$ cat config.mk
export PLATFORM = sky130hd
export DESIGN_NAME = fpga_spi_slave
export DESIGN_NICKNAME = d
export VERILOG_FILES = /design/src/rtl/fpga_spi_pkg.sv /design/src/rtl/spi_sync_edge.sv /design/src/rtl/fpga_spi_slave.sv
export SDC_FILE = /design/constraint.sdc
export NUM_CORES = 1
export LEC_CHECK = 0
export ABC_AREA = 1
export BUFFER_PORTS_ARGS = -buffer_cell sky130_fd_sc_hd__buf_4
export CAP_MARGIN = 20
export CORE_MARGIN = 8
export CORE_UTILIZATION = 50
export DETAILED_ROUTE_END_ITERATION = 8
export PLACE_DENSITY = 0.7
export SLEW_MARGIN = 5
export SYNTH_ARGS = -nofsm -noshare
export SYNTH_HDL_FRONTEND = slang
export SYNTH_SLANG_ARGS = --single-unit
$ cat constraint.sdc
create_clock -name clk_sys -period 2.2 [get_ports clk_sys]
set_input_delay 0.44 -clock clk_sys [delete_from_list [all_inputs] [get_ports clk_sys]]
set_output_delay 0.44 -clock clk_sys [all_outputs]
set_load 0.1 [all_outputs]
$ cat src/rtl/fpga_spi_pkg.sv
// Shared types and sizing for the fabric-side SPI slave.
package fpga_spi_pkg;

  typedef enum logic {
    StIdle,
    StShift
  } spi_state_e;

  localparam int unsigned BYTE_W      = 8;
  localparam int unsigned SYNC_STAGES = 2;

endpackage

$ cat src/rtl/spi_sync_edge.sv
// Multi-stage synchronizer for one asynchronous input, with edge flags derived from the
// last synchronizer stage and one extra history flop.
module spi_sync_edge
  import fpga_spi_pkg::*;
#(
  parameter int unsigned Stages = SYNC_STAGES
) (
  input  logic clk_sys,
  input  logic rst,
  input  logic din,
  output logic dout,
  output logic rise,
  output logic fall
);

  logic [Stages-1:0] sync_q;
  logic              last_q;

  always_ff @(posedge clk_sys or posedge rst) begin
    if (rst) begin
      sync_q <= '0;
      last_q <= 1'b0;
    end else begin
      sync_q <= {sync_q[Stages-2:0], din};
      last_q <= sync_q[Stages-1];
    end
  end

  // Both terms come straight from flops, so the edge flags are glitch-free.
  assign dout = sync_q[Stages-1];
  assign rise = dout & ~last_q;
  assign fall = ~dout & last_q;

endmodule

$ cat src/rtl/fpga_spi_slave.sv
// SPI mode-0 slave oversampled on clk_sys; byte framing by csn and by an inter-bit timeout,
// since the master may keep csn low for ever.
module fpga_spi_slave
  import fpga_spi_pkg::*;
#(
  parameter int unsigned TIMEOUT = 30
) (
  input  logic              clk_sys,
  input  logic              rst,
  input  logic              spi_csn,
  input  logic              spi_sck,
  input  logic              spi_mosi,
  output logic              spi_miso,
  output logic [BYTE_W-1:0] rx_data,
  output logic              rx_vld,
  input  logic [BYTE_W-1:0] tx_data,
  input  logic              tx_vld,
  output logic              tx_rdy,
  output logic              err_abort
);

  localparam logic [7:0] ToLast  = 8'(TIMEOUT - 1);
  localparam logic [2:0] BitLast = 3'(BYTE_W - 1);

  logic sck_rise, sck_fall, csn_s, mosi_s;
  logic csn_rise, csn_fall, mosi_rise, mosi_fall, sck_s;

  spi_sync_edge #(.Stages(SYNC_STAGES)) u_sync_sck (
    .clk_sys (clk_sys),
    .rst     (rst),
    .din     (spi_sck),
    .dout    (sck_s),
    .rise    (sck_rise),
    .fall    (sck_fall)
  );

  spi_sync_edge #(.Stages(SYNC_STAGES)) u_sync_csn (
    .clk_sys (clk_sys),
    .rst     (rst),
    .din     (spi_csn),
    .dout    (csn_s),
    .rise    (csn_rise),
    .fall    (csn_fall)
  );

  spi_sync_edge #(.Stages(SYNC_STAGES)) u_sync_mosi (
    .clk_sys (clk_sys),
    .rst     (rst),
    .din     (spi_mosi),
    .dout    (mosi_s),
    .rise    (mosi_rise),
    .fall    (mosi_fall)
  );

  logic unused_edges;
  assign unused_edges = ^{sck_s, sck_fall, csn_rise, csn_fall, mosi_rise, mosi_fall};

  spi_state_e        state_q, state_d;
  logic [2:0]        bit_cnt_q, bit_cnt_d;
  logic [7:0]        to_cnt_q, to_cnt_d;
  logic [BYTE_W-2:0] shift_q, shift_d;
  logic [BYTE_W-1:0] rx_data_q, rx_data_d;
  logic              rx_vld_q, rx_vld_d;
  logic              err_abort_q, err_abort_d;
  logic [BYTE_W-1:0] tx_buf_q, tx_buf_d;
  logic              tx_full_q, tx_full_d;
  logic [BYTE_W-1:0] tx_sh_q, tx_sh_d;

  always_comb begin
    state_d     = state_q;
    bit_cnt_d   = bit_cnt_q;
    to_cnt_d    = to_cnt_q;
    shift_d     = shift_q;
    rx_data_d   = rx_data_q;
    rx_vld_d    = 1'b0;
    err_abort_d = 1'b0;
    tx_buf_d    = tx_buf_q;
    tx_full_d   = tx_full_q;
    tx_sh_d     = tx_sh_q;

    if (tx_vld && !tx_full_q) begin
      tx_buf_d  = tx_data;
      tx_full_d = 1'b1;
    end

    unique case (state_q)
      StIdle: begin
        if (sck_rise && !csn_s) begin
          shift_d   = {{(BYTE_W-2){1'b0}}, mosi_s};
          bit_cnt_d = 3'd1;
          to_cnt_d  = '0;
          tx_sh_d   = {tx_sh_q[BYTE_W-2:0], 1'b0};
          state_d   = StShift;
        end else if (tx_full_q) begin
          tx_sh_d   = tx_buf_q;
          tx_full_d = 1'b0;
        end
      end
      StShift: begin
        if (csn_s) begin
          err_abort_d = 1'b1;
          shift_d     = '0;
          tx_sh_d     = '0;
          state_d     = StIdle;
        end else if (sck_rise) begin
          shift_d   = {shift_q[BYTE_W-3:0], mosi_s};
          bit_cnt_d = bit_cnt_q + 3'd1;
          to_cnt_d  = '0;
          tx_sh_d   = {tx_sh_q[BYTE_W-2:0], 1'b0};
          if (bit_cnt_q == BitLast) begin
            rx_data_d = {shift_q, mosi_s};
            rx_vld_d  = 1'b1;
            shift_d   = '0;
            tx_sh_d   = '0;
            state_d   = StIdle;
          end
        end else if (to_cnt_q == ToLast) begin
          err_abort_d = 1'b1;
          shift_d     = '0;
          tx_sh_d     = '0;
          state_d     = StIdle;
        end else begin
          to_cnt_d = to_cnt_q + 8'd1;
        end
      end
      default: state_d = StIdle;
    endcase
  end

  always_ff @(posedge clk_sys or posedge rst) begin
    if (rst) begin
      state_q     <= StIdle;
      bit_cnt_q   <= '0;
      to_cnt_q    <= '0;
      shift_q     <= '0;
      rx_data_q   <= '0;
      rx_vld_q    <= 1'b0;
      err_abort_q <= 1'b0;
      tx_buf_q    <= '0;
      tx_full_q   <= 1'b0;
      tx_sh_q     <= '0;
    end else begin
      state_q     <= state_d;
      bit_cnt_q   <= bit_cnt_d;
      to_cnt_q    <= to_cnt_d;
      shift_q     <= shift_d;
      rx_data_q   <= rx_data_d;
      rx_vld_q    <= rx_vld_d;
      err_abort_q <= err_abort_d;
      tx_buf_q    <= tx_buf_d;
      tx_full_q   <= tx_full_d;
      tx_sh_q     <= tx_sh_d;
    end
  end

  assign spi_miso  = tx_sh_q[BYTE_W-1] & ~csn_s;
  assign rx_data   = rx_data_q;
  assign rx_vld    = rx_vld_q;
  assign tx_rdy    = ~tx_full_q;
  assign err_abort = err_abort_q;

endmodule

**Word-level counts from Yosys, hierarchy flattened**

Index checks and enable logic that the tools add are counted.

- Word-level logic and storage cells: 79
- Output and inout bits: 12
- Flip-flop bits (word level): 53
- Input port bits: 14

- Add/sub/neg operators: 2
- Bitwise gates (word level): 6
- Reductions and logical operators: 9
- Multiplexer cells: 40
- Eq/ne operators: 8

Operators by type and width:

| cell | number |
|---|---|
| 8-bit two-way mux | 10 |
| 7-bit two-way mux | 5 |
| 8-bit one-hot mux with 2 select lines | 2 |
| 1-bit two-way mux | 17 |
| 7-bit one-hot mux with 2 select lines | 1 |
| 3-bit two-way mux | 3 |
| 8-bit by 1-bit adder with 8-bit output (second input constant) | 1 |
| 8-bit by 5-bit == test with 1-bit output (second input constant) | 1 |
| 2-bit inequality test (second input constant) | 3 |
| 3-bit inequality test (second input constant) | 2 |
| 3-bit one-hot mux with 2 select lines | 1 |
| 3-bit AND reduction | 2 |
| 4-bit by 2-bit inequality test with 1-bit output (second input constant) | 1 |
| 1-bit NOT | 4 |
| 2-bit AND reduction | 2 |
| 4-bit AND reduction | 1 |
| 3-bit by 1-bit adder with 3-bit output (second input constant) | 1 |
| 3-bit == test (second input constant) | 1 |
| 1-bit AND | 2 |
| 1-bit logical AND | 2 |
| 1-bit zero test | 2 |
| 1-bit one-hot mux with 2 select lines | 1 |

**Depth between registers and ports, before layout**

- Depth in word-level cells: 6
- Depth in mapped cells: 10

**Hierarchy**

Synthesis repeated with hierarchy kept, for this count alone.

- Cells, all modules: 273
- Area total of the unflattened synthesis: 2433.6 um2

By module, submodules not included:

| module | area each (um2) | cells an instance | times used | seq. area each (um2) |
|---|---|---|---|---|
| fpga_spi_slave | 2152.1 | 249 | 1 | 1151.1 |
| spi_sync_edge | 93.8 | 8 | 3 | 75.1 |

**Worst setup path after synthesis**

OpenSTA, ideal clock, no wires.

- Kind: reg2out
- Start point: reg u_sync_csn.sync_q[1]
- End point: out spi_miso
- Path buffers: 0
- Stages on the path, launching flop included: 2
- Slack: 57 ps
- Data arrival time: 1703 ps
- Cell sequence: dfrtp_1 > nor2_1

- Cells in the longest elaborated chain, start to end: 2

Ends and longest elaborated chain:

| item | line | text |
|---|---|---|
| start, declared | spi_sync_edge.sv:16 | `logic [Stages-1:0] sync_q;` |
| start signal, assigned | spi_sync_edge.sv:24 | `sync_q <= {sync_q[Stages-2:0], din};` |
| 1-bit NOT (no source line) | n/a |  |
| 1-bit AND | fpga_spi_slave.sv:156 | `assign spi_miso = tx_sh_q[BYTE_W-1] & ~csn_s;` |
| end, declared | fpga_spi_slave.sv:13 | `output logic spi_miso,` |

Every way passes these cells.

**Final worst setup path**

- Start point: reg bit_cnt_q[0]
- End point: reg rx_data_q[0], in the netlist rx_data[0]

- Cells in the longest elaborated chain, start to end: 2

Ends and longest elaborated chain:

| item | line | text |
|---|---|---|
| start, declared | fpga_spi_slave.sv:59 | `logic [2:0] bit_cnt_q, bit_cnt_d;` |
| start signal, assigned | fpga_spi_slave.sv:144 | `bit_cnt_q <= bit_cnt_d;` |
| 3-bit == test | fpga_spi_slave.sv:110 | `if (bit_cnt_q == BitLast) begin` |
| 4-bit AND reduction (no source line) | n/a |  |
| end signal, assigned | fpga_spi_slave.sv:147 | `rx_data_q <= rx_data_d;` |
| end, declared | fpga_spi_slave.sv:62 | `logic [BYTE_W-1:0] rx_data_q, rx_data_d;` |

Every way passes these cells.
A chain may end at the register's enable or synchronous reset.

==> metrics.md <==
| Metric | Value |
|---|---|
| Status | `finished clean` |
| Post-placement worst setup slack | `0.4516 ns` |
| RSZ-0062 raised after global routing | `no` |
| Top FF cell, synth | `dfrtp_1` |
| Initial antenna violation count | `0` |
| Seq/Total Area, Yosys | `0.5582` |
| Initial DRC count | `75` |
| Synth top area share | `0.5582` |
| Max Cap Violations | `0` |
| Clock Skews | `approximately 0.0035 ns` |
| Final hold violation count | `0` |
| Avg Inst Size Synth | `about 9.1 um2` |
| Die W | `about 85 um` |
| P_leak | `~1.4 nW` |
| Post_cts resized | `0` |
| Synthesized flop and latch total | `53` |
| Placer Congestion | `between 0.7 and 0.8` |
| ANT nets after route | `0` |
| Drt wl/cell | `between 10 and 15 um` |
| Worst-skew pair later-pin latency | `about 0.30 ns` |
| Crit Path Class | `reg -> reg` |
| Share of cells above drive strength 1 | `0.2069` |
| Fmax | `around 570 MHz` |
| Max-Slew Margin vs Limit | `0.5741` |
| Worst Path Max Fanout | `9` |
| Req. time, crit path | `around 2.4 ns` |
| Core ar. | `between 0.004 and 0.005 mm2` |
| Fraction of registers with async set/reset | `1.000` |
| Synthesized netlist cell count | `260` |
| Cell with the most instances after synthesis | `nand2_1` |
| Top post-synthesis cells by count | `nand2_1 (92), dfrtp_1 (53), nand3_1 (36), inv_1 (16), nor2_1 (13)` |
| Die Area | `0.007214 mm2` |
| First-pass GRT wire length | `between 8 and 9 mm` |
| Netlist cell types | `28` |
| DP HPWL | `3.469 mm` |
| Post-Route WL | `roughly 4.7 mm` |
| Initial Util | `0.5098` |
| Site Rows | `25` |
| Syn Std Cell Area | `about 0.0024 mm2` |
| Clock-pin slew on the worst setup and hold paths | `0.09 ns` |
| Final Setup Violations | `0` |
| GRT Overall Usage | `0.1423` |
| Setup crit end kind | `register` |
| Synth area leader | `dfrtp_1` |
| Largest cells by area after synthesis | `dfrtp_1 (56%), nand2_1 (15%), nand3_1 (7.6%)` |
| Pin count of the biggest net entering global routing | `33` |
| Vias in the first global route | `between 1,500 and 2,000` |
| Layout area overhead | `14.17%` |
| Setup slack after layout | `approximately 0.43 ns` |
| CTS tree | `built` |
| Vias | `approximately 1,800` |
| Hold_ws | `between 0.2 and 0.25 ns` |
| DIE HEIGHT | `around 85 um` |
| Final Non-Filler Cells | `between 300 and 400` |
| Power Density | `around 780 mW/mm2` |
| Grt total ovfl | `0` |
| Htree depth | `2` |
| CTS max path bufs | `2` |
| Worst-Margin Slew | `between 0.6 and 0.7 ns` |
| Setup Total Neg Slack | `0 ns` |
| Final #Nets | `between 300 and 400` |
| Synthesized Nets | `278` |
| I/O Buffers | `25` |
| I/O pin total | `26` |
| CTS Root Cell | `clkbuf_8` |
| Final worst-path cycle share | `0.8042` |
| # hold bufs at CTS | `0` |
| Sinks on Clock Net | `53` |
| Tmin final | `about 1.8 ns` |
| Setup crit start kind | `register` |
| Final Max Slew Viols | `0` |
| Class of the worst hold path | `in -> async` |
| Vias/cell | `5.151` |
| EDFF count, synth | `0` |
| Initial DRT Pass Iterations | `4` |
| Yosys warning total | `0` |
| Max IR drop VDD | `slightly below 0.0006 V` |
| ANT cells | `0` |
| Worst EP arrival | `between 1.5 and 2 ns` |
| Cells after DPL | `337` |
| CTS Buf Count | `5` |
| Post-CTS setup buffers | `0` |
| DRC violations left | `0` |
-- worst max-delay path, stage by stage (launching register included) --
cell	delay (ns)
dfrtp_1	0.41
ha_1	0.21
ha_1	0.21
nand2_2	0.17
nor2_1	0.09
nand2_2	0.15
clkinv_1	0.25
nand2_1	0.12
nand2_1	0.06
-- per-stage QoR --
| stage | power, mW | util | instance area (um2) |
|---|---|---|---|
| after detailed placement | 1.521 | 0.5597 | 2609 |
| after global routing | 2.234 | 0.5820 | 2713 |
| after floorplan | 1.426 | - | 2376 |
| final | 2.125 | 0.5820 | 2713 |
| after global placement | 1.504 | 0.5597 | 2609 |
| after CTS | 2.149 | 0.5820 | 2713 |
-- registers in the layout (all words and copies together) (netlist names) --
name                flops
u_sync_mosi.sync_q      2
to_cnt_q                8
u_sync_csn.sync_q       2
tx_buf_q                8
tx_full_q               1
u_sync_sck.last_q       1
u_sync_sck.sync_q       2
rx_vld                  1
bit_cnt_q               3
shift_q                 7
state_q                 1
err_abort               1
tx_sh_q                 8
rx_data                 8
-- final timing paths --
check | start | endpoint | slack (ns) | cells past startpoint
hold / removal | rst | u_sync_mosi.sync_q[0] | 0.23 | 2
setup / recovery | bit_cnt_q[0] | rx_data[0] | 0.43 | 8
setup reg to reg | bit_cnt_q[0] | rx_data[0] | 0.43 | 8
min in group clk_sys | spi_mosi | u_sync_mosi.sync_q[0] | 0.24 | 1
max in group asynchronous | rst | tx_sh_q[7] | 1.34 | 3
hold reg to reg | u_sync_mosi.sync_q[0] | u_sync_mosi.sync_q[1] | 0.36 | 0
-- cells by family (layout without fill, tap and decap cells) --
kind of cell | count (synthesis) | in the layout | synth area share
buffers and inverters | 24 | 54 | 0.04739
DFF | 53 | 53 | 0.5582
AOI/OAI and AO/OA | 10 | 10 | 0.02738
adders and majority gates | 4 | 4 | 0.02106
and+or+nand+nor | 162 | 162 | 0.3128
muxes | 7 | 7 | 0.03318
-- where the power goes --
group	switching [mW]	total, mW	internal [mW]
Clock	0.293	0.624	0.331
Combinational	0.217	0.346	0.128
Sequential	0.0709	1.16	1.08
-- area by class of cell --
type,count,area (um2)
Sequential cell,53,1326
Clock inverter,2,35.03
Timing Repair Buffer,27,202.7
Clock buffer,5,68.82
Fill cell,430,1948
Multi-Input combinational cell,183,937.1
Inverter,20,75.07
Tap cell,54,67.56
-- routing by layer --
layer  vias to the layer above  wire length, um  GRT usage
li1                        895                -          -
met4                         0               51    0.04531
met3                         5              163    0.03571
met5                         -                0          0
met2                        31             2382     0.2470
met1                       841             2067     0.1679
-- layout by cell type (no fill, tap or decap), drive strengths merged --
master | Yosys | routed
nor2 | 17 | 17
nand3 | 38 | 38
clkbuf | 0 | 5
clkinv | 1 | 2
a32o | 2 | 2
a211oi | 1 | 1
ha | 4 | 4
nand2 | 101 | 101
inv | 19 | 19
nand3b | 1 | 1
mux2 | 7 | 7
o21ai | 4 | 4
nand4 | 2 | 2
o21bai | 1 | 1
nor3 | 3 | 3
dfrtp | 53 | 53
a21oi | 2 | 2
bufinv | 0 | 1
buf | 4 | 27
(Power assumes the default switching activity.)
